==> src/rtl/cmd_frame_parser_pkg.sv <==
// Shared definitions for the FX2 command deframer: sync byte, FSM states and
// the command codes understood by the downstream dispatcher.
package cmd_frame_parser_pkg;

  localparam logic [7:0] CMD_SYNC       = 8'hAA;
  localparam logic [7:0] CMD_START_STOP = 8'h01;
  localparam logic [7:0] CMD_REG_WRITE  = 8'h04;

  typedef enum logic [2:0] {
    ST_HUNT,
    ST_LEN,
    ST_CMD,
    ST_PAYLOAD,
    ST_HOLD
  } cmd_state_e;

endpackage

==> src/rtl/cmd_payload_buf.sv <==
// Byte-addressed payload register file with synchronous clear, presented as
// one flat vector (byte i at bits [8i+7:8i]).
module cmd_payload_buf #(
  parameter int MAX_LEN = 8
) (
  input  logic                 clk,
  input  logic                 rst_n,
  input  logic                 clr,
  input  logic                 we,
  input  logic [3:0]           idx,
  input  logic [7:0]           wdata,
  output logic [8*MAX_LEN-1:0] data
);

  logic [7:0] mem_q [MAX_LEN];
  logic [7:0] mem_d [MAX_LEN];

  always_comb begin
    for (int i = 0; i < MAX_LEN; i++) begin
      mem_d[i] = mem_q[i];
      if (clr) begin
        mem_d[i] = 8'h00;
      end else if (we && (idx == 4'(i))) begin
        mem_d[i] = wdata;
      end
    end
  end

  always_ff @(posedge clk or negedge rst_n) begin
    if (!rst_n) begin
      for (int i = 0; i < MAX_LEN; i++) begin
        mem_q[i] <= 8'h00;
      end
    end else begin
      mem_q <= mem_d;
    end
  end

  always_comb begin
    data = '0;
    for (int i = 0; i < MAX_LEN; i++) begin
      data[8*i +: 8] = mem_q[i];
    end
  end

endmodule

==> src/rtl/cmd_frame_parser.sv <==
// FX2 command deframer: AA, LEN, CMD, payload -> held frame on a rdy/ack handshake.
// Optional mid-frame idle timeout is built when CMD_TIMEOUT_EN is defined.
module cmd_frame_parser
  import cmd_frame_parser_pkg::*;
#(
  parameter int MAX_LEN = 8,
  parameter int TIMEOUT = 255
) (
  input  logic                 fx2_clk,
  input  logic                 reset_n,
  input  logic                 cmd_wr,
  input  logic [7:0]           cmd_in,
  output logic                 cmd_rdy,
  input  logic                 cmd_ack,
  output logic [7:0]           cmd,
  output logic [3:0]           cmd_len,
  output logic [8*MAX_LEN-1:0] cmd_data,
  output logic                 frame_err,
  output logic                 overrun,
  output cmd_state_e           dbg_state
);

  // Handshake: cmd_rdy high means cmd/cmd_len/cmd_data are stable; the frame
  // is released on the first clock edge where cmd_rdy and cmd_ack are both 1.
  localparam logic [7:0] MAX_LEN_B = 8'(MAX_LEN);

  cmd_state_e state_q, state_d;
  logic [3:0] len_q, len_d;
  logic [7:0] cmd_q, cmd_d;
  logic [3:0] idx_q, idx_d;
  logic       rdy_q, rdy_d;
  logic       frame_err_q, frame_err_d;
  logic       overrun_q, overrun_d;
  logic       buf_clr, buf_we;

`ifdef CMD_TIMEOUT_EN
  localparam logic [15:0] TMO_LIM = 16'(TIMEOUT);
  logic [15:0] tmo_q, tmo_d;
`else
  logic unused_timeout;
  assign unused_timeout = ^TIMEOUT;
`endif

  always_comb begin
    state_d     = state_q;
    len_d       = len_q;
    cmd_d       = cmd_q;
    idx_d       = idx_q;
    rdy_d       = rdy_q;
    frame_err_d = 1'b0;
    overrun_d   = 1'b0;
    buf_clr     = 1'b0;
    buf_we      = 1'b0;

    case (state_q)
      ST_HUNT: begin
        if (cmd_wr && (cmd_in == CMD_SYNC)) state_d = ST_LEN;
      end
      ST_LEN: begin
        if (cmd_wr) begin
          if (cmd_in > MAX_LEN_B) begin
            frame_err_d = 1'b1;
            state_d     = ST_HUNT;
          end else begin
            len_d   = cmd_in[3:0];
            idx_d   = 4'd0;
            buf_clr = 1'b1;
            state_d = ST_CMD;
          end
        end
      end
      ST_CMD: begin
        if (cmd_wr) begin
          cmd_d = cmd_in;
          if (len_q == 4'd0) begin
            rdy_d   = 1'b1;
            state_d = ST_HOLD;
          end else begin
            state_d = ST_PAYLOAD;
          end
        end
      end
      ST_PAYLOAD: begin
        if (cmd_wr) begin
          buf_we = 1'b1;
          idx_d  = idx_q + 4'd1;
          if (idx_q == len_q - 4'd1) begin
            rdy_d   = 1'b1;
            state_d = ST_HOLD;
          end
        end
      end
      ST_HOLD: begin
        if (cmd_ack) begin
          // The byte arriving alongside the ack is hunted, so back-to-back frames lose nothing.
          rdy_d   = 1'b0;
          state_d = (cmd_wr && (cmd_in == CMD_SYNC)) ? ST_LEN : ST_HUNT;
        end else if (cmd_wr) begin
          overrun_d = 1'b1;
        end
      end
      default: state_d = ST_HUNT;
    endcase

`ifdef CMD_TIMEOUT_EN
    tmo_d = 16'd0;
    if ((state_q inside {ST_LEN, ST_CMD, ST_PAYLOAD}) && !cmd_wr) begin
      tmo_d = tmo_q + 16'd1;
      if (tmo_d == TMO_LIM) begin
        frame_err_d = 1'b1;
        state_d     = ST_HUNT;
        tmo_d       = 16'd0;
      end
    end
`endif
  end

  always_ff @(posedge fx2_clk or negedge reset_n) begin
    if (!reset_n) begin
      state_q     <= ST_HUNT;
      len_q       <= 4'd0;
      cmd_q       <= 8'h00;
      idx_q       <= 4'd0;
      rdy_q       <= 1'b0;
      frame_err_q <= 1'b0;
      overrun_q   <= 1'b0;
`ifdef CMD_TIMEOUT_EN
      tmo_q       <= 16'd0;
`endif
    end else begin
      state_q     <= state_d;
      len_q       <= len_d;
      cmd_q       <= cmd_d;
      idx_q       <= idx_d;
      rdy_q       <= rdy_d;
      frame_err_q <= frame_err_d;
      overrun_q   <= overrun_d;
`ifdef CMD_TIMEOUT_EN
      tmo_q       <= tmo_d;
`endif
    end
  end

  cmd_payload_buf #(
    .MAX_LEN (MAX_LEN)
  ) u_payload_buf (
    .clk   (fx2_clk),
    .rst_n (reset_n),
    .clr   (buf_clr),
    .we    (buf_we),
    .idx   (idx_q),
    .wdata (cmd_in),
    .data  (cmd_data)
  );

  assign cmd_rdy   = rdy_q;
  assign cmd       = cmd_q;
  assign cmd_len   = len_q;
  assign frame_err = frame_err_q;
  assign overrun   = overrun_q;
  assign dbg_state = state_q;

endmodule

==> config.mk <==
export PLATFORM = sky130hd
export DESIGN_NAME = cmd_frame_parser
export DESIGN_NICKNAME = d
export VERILOG_FILES = /design/src/rtl/cmd_frame_parser_pkg.sv /design/src/rtl/cmd_payload_buf.sv /design/src/rtl/cmd_frame_parser.sv
export SDC_FILE = /design/constraint.sdc
export NUM_CORES = 1
export LEC_CHECK = 0
export ABC_AREA = 1
export CORE_ASPECT_RATIO = 1.5
export CORE_MARGIN = 8
export CORE_UTILIZATION = 25
export CTS_BUF_LIST = sky130_fd_sc_hd__clkbuf_2 sky130_fd_sc_hd__clkbuf_4 sky130_fd_sc_hd__clkbuf_8
export DETAILED_ROUTE_END_ITERATION = 6
export DONT_BUFFER_PORTS = 1
export PLACE_DENSITY = 0.36
export SKIP_CTS_REPAIR_TIMING = 1
export SYNTH_ARGS = -nofsm -noshare
export SYNTH_HDL_FRONTEND = slang
export SYNTH_SLANG_ARGS = --single-unit
==> constraint.sdc <==
create_clock -name fx2_clk -period 1.8 [get_ports fx2_clk]
set_input_delay 0.18 -clock fx2_clk [delete_from_list [all_inputs] [get_ports fx2_clk]]
set_output_delay 0.18 -clock fx2_clk [all_outputs]
set_load 0.01 [all_outputs]
# Yosys cells after proc, flatten, opt, wreduce, memory -nomap -nowiden
# Cells that the tools add are included.
# totals
register_bits	86
input_bits	12
wordCells	113
# classes
addsub	2
n_lt_le_gt_ge	1
eq_ne	21
muxes	46
n_bitwise	1
reduce_logical	27
# op_table
operator	n
8-bit 2-to-1 mux	16
3-bit 2-to-1 mux	7
2-bit nonzero test	9
4-bit by 3-bit equality test with 1-bit output (second input constant)	4
1-bit 2-to-1 mux	16
2-bit != test (second input constant)	8
3-bit case mux with 5 select lines	1
4-bit 2-to-1 mux	3
6-bit AND reduction	2
1-bit logical AND	9
4-bit by 2-bit equality test with 1-bit output (second input constant)	2
8-bit equality test (second input constant)	1
8-bit by 4-bit greater-than comparator with 1-bit output (second input constant)	1
4-bit logical NOT	2
4-bit case mux with 2 select lines	1
3-bit by 2-bit equality test with 1-bit output (second input constant)	2
4-bit by 1-bit adder with 4-bit output (second input constant)	1
4-bit by 1-bit equality test with 1-bit output (second input constant)	1
4-bit equality test	1
4-bit AND reduction	1
4-bit by 1-bit subtractor with 4-bit output (second input constant)	1
3-bit by 1-bit equality test with 1-bit output (second input constant)	1
3-bit equality test (second input constant)	1
3-bit logical NOT	1
6 further kinds	6

# Longest topological paths before layout
# Gate-level depths: netlist of the first run.
# depth
ltp_word	5
ltp_mapped	12
mapped_depth_nobuf	12

# Modules after synthesis
# A second synthesis of the first run with hierarchy kept.
# hier_totals
hier_cells	478
hier_area_um2	3905.0
# by_module_without_submodules
mod	n_inst	cells_per_inst	area_each_um2	seq_area_each_um2
cmd_payload_buf	1	310	2680.1	1601.5
cmd_frame_parser	1	168	1224.9	550.5

# Worst setup path before layout of the first run
# OpenSTA, ideal clock, no wires.
# synth_path
kind	reg2reg
from	register state_q[2], in the netlist dbg_state[2]
to	register u_payload_buf.mem_q, in the netlist u_payload_buf.data[37]
setup_ns	0.124
t_arrival_ns	1.465
slack_ns	0.211
stages_incl_launch_ff	11
n_path_buf	2
cell_sequence	dfrtp_1 inv_1 nand2_1 nor2_2 nand4_4 inv_2 buf_4 nor2_1 buf_6 nand2_1 o21ai_2
# synth_between
elab_chain_len	4
# synth_rtl
element	line	source
start, declared	cmd_frame_parser.sv:27	cmd_state_e state_q, state_d;
start signal, assigned	cmd_frame_parser.sv:131	state_q <= state_d;
3-bit by 2-bit equality test with 1-bit output	cmd_frame_parser.sv:55	case (state_q)
1-bit 2-to-1 mux	cmd_frame_parser.sv:55	
1-bit logical AND	cmd_payload_buf.sv:23	end else if (we && (idx == 4'(i))) begin
2-bit nonzero test (no line)	--	
end signal, assigned	cmd_payload_buf.sv:35	mem_q <= mem_d;
end, declared	cmd_payload_buf.sv:15	logic [7:0] mem_q [MAX_LEN];
# Parallel ways exist; a longest one is shown, timed or not.
# A chain may end at the register's enable or synchronous reset.

# Final worst setup path of the first run
# layout_path
from	register idx_q[0]
to	register u_payload_buf.mem_q, in the netlist u_payload_buf.data[63]
# layout_between
elab_chain_len	3
# layout_rtl
element	line	source
start, declared	cmd_frame_parser.sv:30	logic [3:0] idx_q, idx_d;
start signal, assigned	cmd_frame_parser.sv:134	idx_q <= idx_d;
4-bit by 3-bit equality test with 1-bit output	cmd_payload_buf.sv:23	
1-bit logical AND	cmd_payload_buf.sv:23	
2-bit nonzero test (no line)	--	
# No other way between the ends.

==> impl_results.md, run 1 <==
- Met2 usage: 0.2236
- FFs w/ async S/R, synth: 1.000
- Power Internal: 0.003295 W
- Gpl congestion: 0.7968
- Outcome: complete, but fails checks
- Reg2reg setup slack: 0.002 ns
- Top_reg_cell synth: dfrtp_1
- Die Width: 115.8 µm
- # H-tree levels: 3
- Worst Tran Pin Value: 0.7760 ns
- Post-synthesis register bit count: 86
- Relative slew slack: 0.4808
- Final cell count without fillers: 660
- Hold Fails Final Rpt: 86
- Initial antenna violation count: 0
- Cell chosen for the clock root: clkbuf_8
- Syn_nets: 453
- Post-route DRC: 0
- Clock Tree Buf Depth: 2
- EDFF count, synth: 0
- Setup-failing EPs final: 0
- Leak: 2.214 nW
- Detailed Routing Iterations Pass 1: 5
- Clock sinks: 86
- Power share of the clock group: 0.252
- Util after Layout: 0.2928
- Post-synth top area share: 0.5758
- Critical Path Sink Type: register
- Sum Neg Setup Slack: 0 ns
- Area leader, netlist: dfrtp_1
- Fraction of power consumed by sequential logic: 0.552
- DP HPWL: 8481 µm
- Ranking of synthesized cells by area: dfrtp_1 (58%), nand2_1 (19%), nor2_1 (3.7%)
- DR iter-0 viols: 150
- Most frequent cell after synthesis: nand2_1
- Tot GR Track Use: 0.1244
- Chip height: 165.7 µm
- Clk_lat worst skew: 0.36 ns
- Switching Share: 0.3623
- Layout Nets: 477
- P_sw: 0.001872 W
- Number of port buffers: 0
- RR Endpoint: u_payload_buf.data[63]
- Reg2reg path depth: 6
- Power Dens Cells: 1209 mW/mm²
- Most used routing layer: met2
- Storage cell area: 0.002152 mm²
- Tmin final: 1.798 ns
- Global-route wire length before repair: 17,830 µm
- Total gr overflow: 0
- Diode count: 0
- Area Overhead vs Synth: 14.33%
- Fill cell count: 1,632
- Final period util: 0.9988
- CTS tree: done
- HP Class: input port to async pin
- Syn Area/Cell: 8.592 µm²
- Core area: 0.01459 mm²
- Io pins: 94
- Sequential-to-total area share from yosys stat: 0.5758
- Mapped Area: 0.003737 mm²
- Largest net degree at the start of global routing: 87
- Max Slew Vio Count: 0
- Startpoint types: register
- Area of the multi-input gates: 0.001393 mm²
- Initial Util: 0.2561
- Number of global-route vias before repair: 2,909
- Die area: 0.01920 mm²
- M1 GR Usage: 0.1295
- Drt via density: 4.302
- Ys Warns: 0
- Comb pwr share: 0.197
- RSZ-0062 raised after global routing: yes
- Drt total wl: 11,530 µm
- Max_cap viols: 0
- Max FO, Critical Path: 12
- Post-synth top cells: nand2_1 (185), dfrtp_1 (86), nor2_1 (37)
- Critical path arrival: 2.01 ns
- Worst Path Required: 2.02 ns
- Drt wl/cell: 17.47 µm
- Failing checks: negative hold slack
- Peak VDD IR: 428.8 µV
- Total CTS buffers: 9
- Layout cells sized above 1: 0.1466
- Placed cell count: 643
- Cell variety after synth: 22
- Crit path kind: register to register
- Detailed-route via count: 2,839
- Met3 GRT Util: 0.03786
- Clock Skew: 0.01363 ns
- Reg clk slew, reported paths: 0.10 ns
- Antenna Nets Post-Route: 0
- FMAX: 556.2 MHz
- # rows: 54
- Mapped Cells: 435
- Worst hold slack: -0.4957 ns
- FF-to-FF Start: idx_q[0]
## worst max path at each step
| stage | start | end | slack [ns] | cells after the start |
|---|---|---|---|---|
| 2_1_floorplan | dbg_state[2] | u_payload_buf.data[37] | 0.21 | 10 |
| 3_3_place_gp | dbg_state[2] | u_payload_buf.data[18] | -0.07 | 8 |
| 3_5_place_dp | dbg_state[2] | u_payload_buf.data[3] | -0.05 | 8 |
| 4_1_cts | dbg_state[2] | u_payload_buf.data[3] | -0.09 | 8 |
| 5_1_grt | idx_q[1] | u_payload_buf.data[4] | -0.20 | 6 |
| 6_report | idx_q[0] | u_payload_buf.data[63] | 0.002 | 6 |
## kinds of logic (layout without fill, tap and decap cells)
| logic type | count (synthesis) | in the layout | share of synthesized area |
|---|---|---|---|
| fa+ha+maj | 6 | 6 | 0.02009 |
| flops | 86 | 86 | 0.5758 |
| compound gates | 49 | 49 | 0.06863 |
| simple gates | 249 | 249 | 0.2739 |
| buf+inv | 43 | 72 | 0.05691 |
| xor+xnor | 2 | 2 | 0.004688 |
## placed cells by master (no fill, tap or decap), types with 3 or more instances in the layout
cell type	netlist	layout
o21ai_0	23	23
o21ai_2	3	3
nand3_2	3	4
dfrtp_1	86	86
nand2_1	185	184
clkinvlp_4	0	3
inv_2	5	7
nor2_1	37	32
nand3_1	12	11
inv_1	27	25
clkbuf_8	0	10
buf_4	1	24
o21ai_1	21	21
ha_1	6	6
nand4_1	4	4
nor2_2	5	10
## power by group through the flow
stage | logic [W] | clock network (W) | registers, W
final | 0.00102 | 0.00130 | 0.00285
after global routing | 0.00119 | 0.00146 | 0.00291
after CTS | 0.00102 | 0.00138 | 0.00288
after detailed placement | 0.00102 | 0 | 0.00291
after global placement | 0.00100 | 0 | 0.00291
after floorplan | 0.000718 | 0 | 0.00280
## final cells by class
| cell class | instances | area share |
|---|---|---|
| inverters | 32 | 0.02811 |
| multi-input cells | 306 | 0.3259 |
| repair buffers | 24 | 0.04217 |
| clock buffers | 10 | 0.03221 |
| clock inverters | 6 | 0.01054 |
| well taps | 196 | 0.05739 |
| flip-flops and latches | 86 | 0.5037 |
## routing by layer
layer / vias up / share of wire
met2: 69 / 0.54
met4: 0 / 0.024
met5: - / 0
met3: 13 / 0.067
met1: 1356 / 0.37
li1: 1401 / -
## worst max-delay path, stage by stage (launching register included)
cell	delay [ns]
dfrtp_1	0.39
buf_4	0.15
ha_1	0.22
inv_1	0.09
nor2_2	0.05
nor2_1	0.60
o21ai_0	0.17
## state kept, by name, summed over array words and instances (netlist names)
signal / flops
u_payload_buf.data: 64
cmd: 8
cmd_len: 4
idx_q: 4
dbg_state: 3
cmd_rdy: 1
frame_err: 1
overrun: 1
## stage by stage
step	total power, W	cell area [µm²]	hold slack (ns)	setup WS [ns]
finish	0.005168	4273	-0.4957	0.002151
global route	0.005562	4273	-0.5373	-0.2034
CTS	0.005274	4245	-0.5211	-0.08904
detailed placement	0.003931	4063	-0.1089	-0.05113
global placement	0.003909	4063	-0.1085	-0.06915
floorplan	0.003518	3737	-0.1156	0.2108
Power figures use the tool's default switching activity.
==> inputs of run 2 (changes only) <==
Settings changed: HOLD_SLACK_MARGIN set to 0.12.
==> run 2 against run 1 <==
Effect of this change:
- the run still ends with negative hold slack left
- sequential power about the same
- clock power hardly changed
- first-iteration DRC count up 6.7%
- combinational power about the same
- critical path type unchanged
==> impl_results.md, run 2 (synthesis results as in run 1) <==
- # H-tree levels: 3 (unchanged)
- Util after Layout: 0.2962 (+0.003430)
- Failing checks: negative hold slack
- Critical Path Sink Type: register
- Worst Path Required: 2.02 ns (about the same)
- Max FO, Critical Path: 12 (unchanged)
- Io pins: 94 (unchanged)
- Max_cap viols: 0 (unchanged)
- Largest net degree at the start of global routing: 87 (unchanged)
- Gpl congestion: 0.7968 (unchanged)
- Clk_lat worst skew: 0.36 ns (about the same)
- Area Overhead vs Synth: 15.67%
- Drt total wl: 11,600 µm (+0.62%)
- Tot GR Track Use: 0.1244 (unchanged)
- Relative slew slack: 0.4808 (unchanged)
- Clock Tree Buf Depth: 2 (unchanged)
- Routed met2 length: 6260 µm (+1.1%)
- Most common cell after layout, fill and taps aside: nand2_1
- Power share of the clock group: 0.252 (about the same)
- Reg clk slew, reported paths: 0.10 ns (about the same)
- Number of port buffers: 0 (unchanged)
- CTS tree: done
- Number of global-route vias before repair: 2,909 (unchanged)
- Placed cell count: 643 (unchanged)
- Tmin final: 1.800 ns (+0.001698 ns)
- Outcome: complete, but fails checks
- RSZ-0062 raised after global routing: yes
- Worst hold slack: -0.4992 ns (-0.003496 ns)
- Global-route wire length before repair: 17,830 µm (unchanged)
- Layout cells sized above 1: 0.1450 (-0.001562)
- Leak: 2.235 nW (+0.94%)
- Detailed-route via count: 2,857 (+0.63%)
- Power Dens Cells: 1199 mW/mm² (-0.83%)
- P_sw: 0.001882 W (+0.53%)
- Most frequent cells in the layout: nand2_1 (184), dfrtp_1 (86), nor2_1 (32)
- Initial Util: 0.2561 (unchanged)
- Post-route DRC: 0 (unchanged)
- Power Internal: 0.003303 W (+0.22%)
- Final period util: 0.9997 (about the same)
- Layout Nets: 482 (+1.0%)
- Worst Tran Pin Value: 0.7760 ns (-0.000001192 ns)
- DP HPWL: 8481 µm (unchanged)
- Fraction of power consumed by sequential logic: 0.550 (-0.002)
- Antenna Nets Post-Route: 0 (unchanged)
- Routed wire length on met3: 739 µm (-4.3%)
- Critical path arrival: 2.02 ns (about the same)
- Detailed Routing Iterations Pass 1: 4 (-1)
- Total gr overflow: 0 (unchanged)
- DR iter-0 viols: 160 (+6.7%)
- CP max stage delay: 0.60 ns (about the same)
- Peak VDD IR: 433.0 µV (+0.98%)
- Placed inst area: 0.004063 mm² (unchanged)
- Switching Share: 0.3630 (+0.0007227)
- Die area: 0.01920 mm² (unchanged)
- Max Slew Vio Count: 0 (unchanged)
- WP buf/inv: 2 (unchanged)
- Diode count: 0 (unchanged)
- Initial antenna violation count: 0 (unchanged)
- Final Cell Area: 0.004323 mm² (+1.2%)
- Clock Skew: 0.01367 ns (+0.00004520 ns)
- Setup-failing EPs final: 0 (unchanged)
- HP Class: input port to async pin
- Total CTS buffers: 9 (unchanged)
- Chip height: 165.7 µm (unchanged)
- Startpoint types: register
- Hold Fails Final Rpt: 86 (unchanged)
- CP cell instances: buf_4 -> ha_1 -> inv_1 -> nor2_2 -> nor2_1 -> o21ai_0
- Comb pwr share: 0.198 (about the same)
- Final cell count without fillers: 665 (+0.76%)
- FMAX: 555.7 MHz (about the same)
- Clock sinks: 86 (unchanged)
- Slowest-stage cell, CP: nor2_1
- Crit path kind: register to register
- Core area: 0.01459 mm² (unchanged)
- Die Width: 115.8 µm (unchanged)
- Drt via density: 4.296 (-0.12%)
- CP delay by family, top: simple AND/OR/NAND/NOR gates
- WL met1: 4324 µm (+0.93%)
- # rows: 54 (unchanged)
- Drt wl/cell: 17.45 µm (-0.13%)
- DR top layer: met4
- Cell chosen for the clock root: clkbuf_8
- Flip-flop count of the largest register after layout: 64 (unchanged)
-- run 2: cell types whose count changed in the layout (fill, tap and decap cells not counted) --
cell | before | now
dlygate4sd3_1 | 0 | 5
-- run 2: power by group through the flow --
stage	combinational [W]	clock, W	sequential [W]
after floorplan	0.000718	0	0.00280
after global placement	0.00100	0	0.00291
after detailed placement	0.00102	0	0.00291
after CTS	0.00102	0.00138	0.00288
after global routing	0.00120	0.00146	0.00291
final	0.00103	0.00131	0.00285
-- run 2: per-stage QoR --
stage	total power, W	worst slack [ns]	setup TNS, ns
after global routing	0.005572	-0.2034	-3.496
after floorplan	0.003518	0.2108	0
final	0.005185	0.0004534	0
after global placement	0.003909	-0.06915	-0.4846
after CTS	0.005274	-0.08904	-0.9424
after detailed placement	0.003931	-0.05113	-0.3679
-- run 2: layout make-up --
type	instances	area, µm²
clock buffers	10	137.6
clock inverters	6	45.04
fillers	1629	10270
inverters	32	120.1
multi-input cells	306	1393
flip-flops and latches	86	2152
well taps	196	245.2
repair buffers	29	230.2
-- run 2: final timing paths --
| check | startpoint | endpoint | slack (ns) | cells after the start |
|---|---|---|---|---|
| setup / recovery | idx_q[0] | u_payload_buf.data[63] | 0.0005 | 6 |
| hold / removal | reset_n | overrun | -0.50 | 0 |
| setup reg to reg | idx_q[0] | u_payload_buf.data[63] | 0.0005 | 6 |
| hold reg to reg | u_payload_buf.data[10] | u_payload_buf.data[10] | 0.56 | 2 |
| max in group asynchronous | reset_n | idx_q[0] | 2.12 | 0 |
| min in group fx2_clk | cmd_in[4] | frame_err | 0.11 | 4 |
-- run 2: routing by layer --
metal / vias to the layer above / global-route usage
met5: - / 0
met4: 0 / 0.04929
met3: 13 / 0.03786
met2: 60 / 0.2236
met1: 1371 / 0.1295
li1: 1413 / -
==> inputs of run 3 (changes only) <==
Settings changed: GPL_TIMING_DRIVEN set to 0.
==> run 3 against run 2 <==
Effect of this change:
- largest power group unchanged
- critical path type unchanged
- final cell count up 0.45%
- non-clock buffer count rose by 4
- critical path depth is 1 higher
- sequential share of layout area shrank 2.8 points
- hold slack better by 0.011 ns
- global-route usage shrank 0.22 points
- the run still ends with negative hold slack left
- total power is 5.7% higher
- count of clock-buffer cells in the layout unchanged
==> impl_results.md, run 3 (synthesis results as in run 1) <==
- CTS tree: done
- Worst hold slack: -0.4880 ns (+0.01125 ns)
- DR iter-0 viols: 153 (-4.4%)
- Io pins: 94 (unchanged)
- Cell chosen for the clock root: clkbuf_8
- Clock Skew: 0.01928 ns (+0.005602 ns)
- Tot GR Track Use: 0.1222 (-0.002230)
- Drt wl/cell: 17.75 µm (+1.8%)
- Drt via density: 4.344 (+1.1%)
- Pre-CTS worst setup slack: -0.3864 ns (-0.3353 ns)
- Antenna Nets Post-Route: 0 (unchanged)
- Initial antenna violation count: 0 (unchanged)
- Max FO, Critical Path: 5 (-7)
- Layout cells sized above 1: 0.1653 (+0.02026)
- Gpl congestion: 0.7375 (-7.4%)
- Worst Path Required: 2.04 ns (+0.02 ns)
- # H-tree levels: 3 (unchanged)
- Setup-failing EPs final: 0 (unchanged)
- Hold Fails Final Rpt: 86 (unchanged)
- Final period util: 0.9753 (-0.02443)
- Placed cell count: 631 (-1.9%)
- Global-route wire length before repair: 17,500 µm (-1.9%)
- Layout Nets: 486 (+0.83%)
- Relative slew slack: 0.6559 (+0.1752)
- Reg2reg setup slack: 0.04 ns (+0.04 ns)
- Leak: 2.278 nW (+1.9%)
- Peak VDD IR: 479.7 µV (+11%)
- Final cell count without fillers: 668 (+0.45%)
- Crit path kind: register to register
- Detailed-route via count: 2,902 (+1.6%)
- Total gr overflow: 0 (unchanged)
- Die area: 0.01920 mm² (unchanged)
- Reg2reg path depth: 7 (+1)
- Outcome: complete, but fails checks
- Failing checks: negative hold slack
- Diode count: 0 (unchanged)
- Detailed Routing Iterations Pass 1: 4 (unchanged)
- HP Class: input port to async pin
- Drt total wl: 11,860 µm (+2.2%)
- Worst Tran Pin Value: 0.5155 ns (-0.2604 ns)
- Area Overhead vs Synth: 22.90%
- RSZ-0062 raised after global routing: yes
- Most common cell after layout, fill and taps aside: nand2_1
- Power Dens Cells: 1194 mW/mm² (-0.47%)
- DP HPWL: 8250 µm (-2.7%)
- Clock Tree Buf Depth: 2 (unchanged)
- RR Endpoint: cmd_len[3]
- Initial Util: 0.2561 (unchanged)
- Core area: 0.01459 mm² (unchanged)
- Post-route DRC: 0 (unchanged)
- Flip-flop count of the largest register after layout: 64 (unchanged)
- Clk_lat worst skew: 0.36 ns (about the same)
- # rows: 54 (unchanged)
- Total CTS buffers: 9 (unchanged)
- Reg clk slew, reported paths: 0.09 ns (about the same)
- Most frequent cells in the layout: nand2_1 (183), dfrtp_1 (81), inv_1 (25)
- Die Width: 115.8 µm (unchanged)
- FMAX: 569.6 MHz (+2.5%)
- FF-to-FF Start: dbg_state[2]
- Max Slew Vio Count: 0 (unchanged)
- Number of global-route vias before repair: 2,794 (-4.0%)
- Number of port buffers: 0 (unchanged)
- Critical path arrival: 1.99 ns (-0.03 ns)
- Startpoint types: register
- Critical Path Sink Type: register
- Tmin final: 1.756 ns (-0.04398 ns)
- Final WS setup: 0.04443 ns (+0.04398 ns)
- Clock sinks: 86 (unchanged)
- Chip height: 165.7 µm (unchanged)
- Max_cap viols: 0 (unchanged)
- Largest net degree at the start of global routing: 87 (unchanged)
==> run 3: changes by cell type in the layout (fill, tap and decap cells not counted), sizes merged <==
cell	change
clkinvlp	-1
buf	-5
inv	-1
clkbuf	+1
dlygate4sd3	+8
clkinv	-1
bufinv	+2
==> run 3: how the worst max path moves through the flow <==
stage	start	slack (ns)	endpoint
after detailed placement	dbg_state[2]	-0.39	u_payload_buf.data[26]
after floorplan	dbg_state[2]	0.21	u_payload_buf.data[37]
after global placement	dbg_state[2]	-0.41	u_payload_buf.data[43]
after global routing	dbg_state[2]	-0.04	cmd_len[3]
after CTS	dbg_state[2]	-0.41	u_payload_buf.data[42]
final	dbg_state[2]	0.04	cmd_len[3]
==> run 3: power breakdown <==
part           leakage (nW)  switching [W]  internal [W]
registers              1.17       0.000585       0.00234
clock network         0.102       0.000737      0.000796
logic                  1.01       0.000597      0.000427
total                  2.28        0.00192       0.00356
==> run 3: per-layer routing <==
| layer | global-route usage | up-vias | part of all wire |
|---|---|---|---|
| li1 | - | 1427 | - |
| met2 | 0.2094 | 59 | 0.53 |
| met3 | 0.04004 | 7 | 0.071 |
| met5 | 0 | - | 0 |
| met1 | 0.1375 | 1409 | 0.39 |
| met4 | 0.04023 | 0 | 0.011 |
==> run 3: through the flow <==
stage / util / hold slack, ns / setup TNS (ns) / power, W / instance area (µm²)
after floorplan: - / -0.1156 / 0 / 0.003518 / 3737
after global placement: 0.2729 / -0.1100 / -14.42 / 0.003841 / 3983
after detailed placement: 0.2729 / -0.1098 / -14.37 / 0.003865 / 3983
after CTS: 0.2876 / -0.5245 / -16.30 / 0.005439 / 4198
after global routing: 0.3147 / -0.5173 / -0.2110 / 0.005854 / 4593
final: 0.3147 / -0.4880 / 0 / 0.005483 / 4593
==> run 3: worst max-delay path, cell delays in order, from the launching register on <==
cell           delay [ns]
dfrtp_2              0.48
inv_1                0.10
nand2_2              0.08
nor2_4               0.13
nand4_4              0.15
nand2_1              0.08
o21ai_0              0.07
dlygate4sd3_1        0.56
==> run 3: area by class of cell <==
cell class | count | area [µm²]
clock buffers | 10 | 131.4
flip-flops and latches | 86 | 2158
plain buffers | 10 | 113.9
multi-input cells | 306 | 1528
well taps | 196 | 245.2
clock inverters | 5 | 83.83
fillers | 1611 | 10000
inverters | 32 | 127.6
repair buffers | 23 | 205.2
